## config.mk

```make
export PLATFORM = sky130hd
export DESIGN_NAME = neo_pixel_strand_controller_param
export DESIGN_NICKNAME = d
export VERILOG_FILES = /design/src/rtl/neo_pixel_strand_controller_param.sv
export SDC_FILE = /design/constraint.sdc
export NUM_CORES = 1
export LEC_CHECK = 0
export CORE_MARGIN = 2
export CORE_UTILIZATION = 68
export DETAILED_ROUTE_END_ITERATION = 10
export HOLD_SLACK_MARGIN = 0.02
export PLACE_DENSITY = 0.94
export SYNTH_ARGS = -nofsm -noshare
export SYNTH_HDL_FRONTEND = slang
export SYNTH_SLANG_ARGS = --single-unit
```

## constraint.sdc

```tcl
create_clock -name clock -period 5 [get_ports clock]
set_input_delay 0.5 -clock clock [delete_from_list [all_inputs] [get_ports clock]]
set_output_delay 0.5 -clock clock [all_outputs]
set_load 0.005 [all_outputs]
```

## src/rtl/neo_pixel_strand_controller_param.sv

```systemverilog
// Byte-loaded pixel buffer serialised onto a WS2812-style one-wire line; first neo_data rise 1 cycle after send_it.
// Frame = N*TBIT bit cycles + RESET_CYCLES latch gap; load_color/send_it accepted only in IDLE, otherwise dropped.
module neo_pixel_strand_controller_param #(
  parameter int NUM_PIXELS   = 8,
  parameter int NUM_CHANNELS = 3,
  parameter int T0H          = 35,
  parameter int T1H          = 80,
  parameter int TBIT         = 125,
  parameter int RESET_CYCLES = 5000,
  localparam int PIW = (NUM_PIXELS > 1) ? $clog2(NUM_PIXELS) : 1
) (
  input  logic           clock,
  input  logic           reset,
  input  logic           load_color,
  input  logic [PIW-1:0] pixel_index,
  input  logic [1:0]     color_index,
  input  logic [7:0]     color_level,
  input  logic           send_it,
  output logic           neo_data,
  output logic           ready_to_load,
  output logic           ready_to_send,
  output logic           begin_send,
  output logic           done_send,
  output logic           done_wait
);

  localparam int NBYTES = NUM_PIXELS * NUM_CHANNELS;
  localparam int NBITS  = NBYTES * 8;
  localparam int CW     = $clog2(TBIT);
  localparam int BW     = $clog2(NBITS + 1);
  localparam int WW     = (RESET_CYCLES > 1) ? $clog2(RESET_CYCLES) : 1;

  localparam logic [CW-1:0] C_LAST = CW'(TBIT - 1);
  localparam logic [CW-1:0] C_T0H  = CW'(T0H);
  localparam logic [CW-1:0] C_T1H  = CW'(T1H);
  localparam logic [BW-1:0] B_LAST = BW'(NBITS - 1);
  localparam logic [WW-1:0] W_LAST = WW'(RESET_CYCLES - 1);

  localparam logic [1:0] S_IDLE = 2'd0;
  localparam logic [1:0] S_SEND = 2'd1;
  localparam logic [1:0] S_WAIT = 2'd2;

  logic [1:0]       r_state;
  logic [NBITS-1:0] r_frame;
  logic [NBITS-1:0] r_shift;
  logic [CW-1:0]    r_cyc;
  logic [BW-1:0]    r_bit;
  logic [WW-1:0]    r_wait;
  logic             r_neo;
  logic             r_begin;
  logic             r_done_send;
  logic             r_done_wait;

  logic             w_wr_en;
  logic [31:0]      w_wr_sel;
  logic [7:0]       w_level_rev;
  logic [NBITS-1:0] w_frame_n;
  logic [1:0]       w_state_n;
  logic [NBITS-1:0] w_shift_n;
  logic [CW-1:0]    w_cyc_n;
  logic [BW-1:0]    w_bit_n;
  logic [WW-1:0]    w_wait_n;
  logic             w_neo_n;

  // Byte j holds pixel j/NUM_CHANNELS, channel j%NUM_CHANNELS, stored bit-reversed so bit 0 leaves first.
  always_comb begin
    w_wr_en = (r_state == S_IDLE) && load_color &&
              (32'(pixel_index) < NUM_PIXELS) && (32'(color_index) < NUM_CHANNELS);
    w_wr_sel = 32'(pixel_index) * NUM_CHANNELS + 32'(color_index);
    w_level_rev = '0;
    for (int i = 0; i < 8; i++) w_level_rev[i] = color_level[7-i];
    w_frame_n = r_frame;
    for (int j = 0; j < NBYTES; j++) begin
      if (w_wr_en && (w_wr_sel == 32'(j))) w_frame_n[j*8 +: 8] = w_level_rev;
    end
  end

  always_comb begin
    w_state_n = r_state;
    w_shift_n = r_shift;
    w_cyc_n   = r_cyc;
    w_bit_n   = r_bit;
    w_wait_n  = r_wait;
    case (r_state)
      S_IDLE: begin
        if (send_it) begin
          w_state_n = S_SEND;
          w_cyc_n   = '0;
          w_bit_n   = '0;
          w_shift_n = w_frame_n;
        end
      end
      S_SEND: begin
        if (r_cyc == C_LAST) begin
          w_cyc_n   = '0;
          w_shift_n = r_shift >> 1;
          if (r_bit == B_LAST) begin
            w_state_n = S_WAIT;
            w_wait_n  = '0;
          end else begin
            w_bit_n = r_bit + 1'b1;
          end
        end else begin
          w_cyc_n = r_cyc + 1'b1;
        end
      end
      S_WAIT: begin
        if (r_wait == W_LAST) w_state_n = S_IDLE;
        else                  w_wait_n  = r_wait + 1'b1;
      end
      default: w_state_n = S_IDLE;
    endcase
    // Line level is computed from next-state so neo_data leaves a flop and cannot glitch.
    w_neo_n = (w_state_n == S_SEND) && (w_cyc_n < (w_shift_n[0] ? C_T1H : C_T0H));
  end

  always_ff @(posedge clock or negedge reset) begin
    if (!reset) begin
      r_state     <= S_IDLE;
      r_frame     <= '0;
      r_shift     <= '0;
      r_cyc       <= '0;
      r_bit       <= '0;
      r_wait      <= '0;
      r_neo       <= 1'b0;
      r_begin     <= 1'b0;
      r_done_send <= 1'b0;
      r_done_wait <= 1'b0;
    end else begin
      r_state     <= w_state_n;
      r_frame     <= w_frame_n;
      r_shift     <= w_shift_n;
      r_cyc       <= w_cyc_n;
      r_bit       <= w_bit_n;
      r_wait      <= w_wait_n;
      r_neo       <= w_neo_n;
      r_begin     <= (r_state == S_IDLE) && (w_state_n == S_SEND);
      r_done_send <= (r_state == S_SEND) && (w_state_n == S_WAIT);
      r_done_wait <= (w_state_n == S_WAIT) && (w_wait_n == W_LAST);
    end
  end

  assign neo_data      = r_neo;
  assign begin_send    = r_begin;
  assign done_send     = r_done_send;
  assign done_wait     = r_done_wait;
  assign ready_to_load = (r_state == S_IDLE);
  assign ready_to_send = (r_state == S_IDLE);

endmodule

```

==> reports/metrics.cfg <==
[outcome]
status = finished, final reports clean

[synthesis]
yosys-top-cells-count = 418 x dfrtp_1, 196 x a22o_1, 191 x mux2_2
yosysMostFrequentCell = dfrtp_1
ys.flop_type = dfrtp_1
synth_top_area_share_pct = 57.0
yosys-top-cells-area = dfrtp_1 57%, mux2_2 12%, a22o_1 9.3%, a31o_2 8.5%, clkbuf_1 2.1%
yosys.area.top_type = dfrtp_1
synth_edf_count = 0
synth_cell_types = 71
ys_seq_elements = 418
avgSynthCellArea_um2 = 13.3
yosysSeqAreaShare_pct = 57.0
synthArstFlopShare_pct = 100
synth_warnings = 0
syn_nets = 1412
synth_area_um2 = 18400
syn_inst = 1376

[setup_path]
cp_top_family = adder cells
arrival_ps = 4650
crit_top_cell = inv_1
r2r_start = r_state[0]$_DFF_PN0_
crit_path_end_kind = register
cp-endpoint = neo_data$_DFF_PN0_
criticalPathCategory = in2reg
slowest_delay_ps = 560
required_ps = 5460
startpoint = pixel_index[0]
worst_r2r_path_depth = 12
cp_max_fo = 8
critPathLaunchType = input pin
crit_cells = 17
slowest_stage = clkdlybuf4s50_1
r2r_setup_slack_ps = 1470
worstPathCellList = clkdlybuf4s50_1, inv_1, fa_1, inv_1, ha_1, inv_1, fa_1, xor2_4, a31oi_1, a2111oi_2, inv_1, ha_1, a31oi_1, o211ai_1, nor2_1, o2111ai_1, a21oi_1
path_buf_inv = 5
reg2reg_to = neo_data$_DFF_PN0_

[timing]
slew_viol_final = 0
period_minus_slack_ps = 4190
min_period_over_period_pct = 83.7
tightest_slew_ps = 1270
max_freq_mhz = 239
hold_violations = 0
tns_ps = 0
fin_ws_ps = 815
grt_setup_unrepaired = no
holdWs_ps = 30.6
setup_viol = 0
fin_skew_ps = 21.5
slew_headroom_pct = 15.7

[global_routing]
grt_overflow_total = 0
grt_start_max_net_pins = 193
grt_pass1_wl_um = 66800
antenna_found_initial = 1
grt_usage_pct = 29.5
first_global_vias = 12400

[finish]
fillers = 1545
final-seq-area_um2 = 10500
syn_to_final_growth_pct = 9.16
postLayoutCoreUtil_pct = 75.0
nNetsFinal = 1377
drive_gt1_share_pct = 36.3
final_cells = 1712
final_area_um2 = 20000
multi_input_area_um2 = 7380

[pwr]
leakage_nw = 9.79
power_frac_seq_pct = 51.6
switchingPower_mw = 1.45
swShare_pct = 22.1
powerDensity_nw_per_um2 = 327
ir_drop_mv = 0.266
pwr-share-clk_pct = 45.0
p_comb_share_pct = 3.4
p_int_mw = 5.10
total_power_mw = 6.55

[clock_network]
cts_root_buf = clkbuf_16
cts_setup_buffers = 0
cts.path.max_buffers = 3
cts-buffers-inserted = 40
cts.clk_slew.worst_paths_ps = 60
postCtsHoldBufs = 0
cts_tree = yes
cts_sinks = 418
post_cts_resize_count = 0
cts_max_level = 2
insertion_delay_ps = 550

[drt]
dr_total_vias = 12200
drt_iter0_drc = 1121
drt_first_pass_iters = 6
wl_per_cell_um = 23.9
wl_um = 41000
drc = 0
viasPerCell = 7.11
postRouteAntennaNets = 0

[die]
die_y_um = 168
ioPinCount = 23
fp-row-count = 60
coreArea_um2 = 26700
die_w_um = 168
floorplan.initialDensity_pct = 68.7
dieArea_um2 = 28300

[place]
place_area_um2 = 18800
gp_congestion = 0.861
dp.cells = 1640
io_buffer_count = 22
place_ws_ps = 363
dp_hpwl_um = 21700

[job]
max-cap-violations = 0

[worst_hold_path]
hold_class = in2async

## sequential cells by signal, summed over array words and instances, names as in the netlist
signal,count
r_shift,192
neo_data,1
r_bit,8
r_wait,13
done_wait,1
r_state,2
r_frame,192
begin_send,1
done_send,1
r_cyc,7
## metal layers
metal	GRT usage, %	part of all wire [%]	vias to the layer above
met5	0	0	-
met4	12.3	3.7	0
met3	4.47	5.6	111
met2	47.7	50	454
met1	40.8	41	6415
li1	-	-	5195
## power by group through the flow
stage | registers, mW | logic, mW | clock network (mW)
after floorplan | 3.45 | 0.0870 | 0
after global placement | 3.44 | 0.212 | 0
after detailed placement | 3.44 | 0.219 | 0
after CTS | 3.38 | 0.222 | 3.00
after global routing | 3.38 | 0.240 | 3.13
final | 3.38 | 0.220 | 2.95
## placed cells by master, fill, tap and decap left out, types with 4 or more instances in the layout
cell type,netlist,routed
and3_1,6,6
clkbuf_8,0,8
a21o_1,6,6
buf_12,0,6
nor2_2,7,7
a21oi_1,11,11
nor2_1,16,16
nand2_2,7,7
nand3_1,18,18
nor3_1,9,9
a31o_1,11,11
ha_1,17,17
nand4_1,9,9
nand2_1,32,31
clkdlybuf4s50_1,0,19
a31o_2,178,178
o21ai_0,19,19
nor4_4,9,9
clkbuf_1,105,9
and2_1,6,5
mux2_2,191,191
dfrtp_1,418,418
buf_4,5,11
clkbuf_16,0,41
inv_1,20,20
clkinv_2,0,9
mux2i_1,4,4
a22o_1,196,196
nor2b_1,4,4
## area by class of cell
cell class                 count  area share, %
sequential                   418           52.2
multi-input combinational    821           36.8
clock buffer                  58           5.84
tap                          341           2.13
timing repair buffer          39           2.09
clock inverter                13          0.506
inverter                      21          0.393
antenna                        1         0.0125
## cell families (layout without fill, tap and decap cells)
| family | after synthesis | in the layout | synth area share (%) |
|---|---|---|---|
| flops | 418 | 418 | 57.0 |
| compound gates | 448 | 448 | 20.7 |
| mux | 197 | 197 | 12.1 |
| simple gates | 153 | 153 | 5.59 |
| other cells | 0 | 1 | 0 |
| fa+ha+maj | 19 | 19 | 1.38 |
| xor+xnor | 4 | 4 | 0.293 |
| buf+inv | 137 | 131 | 2.96 |
## how the worst min path moves through the flow
stage | start | to | cells after the start
2_1_floorplan | reset | begin_send$_DFF_PN0_ | 0
3_3_place_gp | r_frame[58]$_DFF_PN0_ | r_frame[58]$_DFF_PN0_ | 1
3_5_place_dp | r_frame[3]$_DFF_PN0_ | r_frame[3]$_DFF_PN0_ | 1
4_1_cts | reset | r_shift[61]$_DFFE_PN0P_ | 1
5_1_grt | reset | r_frame[61]$_DFF_PN0_ | 1
6_report | reset | r_frame[61]$_DFF_PN0_ | 1
## worst register-to-register path, stage by stage, from the launching register on
cell       delay [ps]
dfrtp_1           400
inv_1             110
ha_1              500
and2_4            860
nand2_1           220
a31oi_1           250
a2111oi_2         120
inv_1             170
ha_1              270
a21o_1            160
a21oi_1           160
nand3b_1          110
a21oi_1           130
Power figures use the tool's default switching activity.
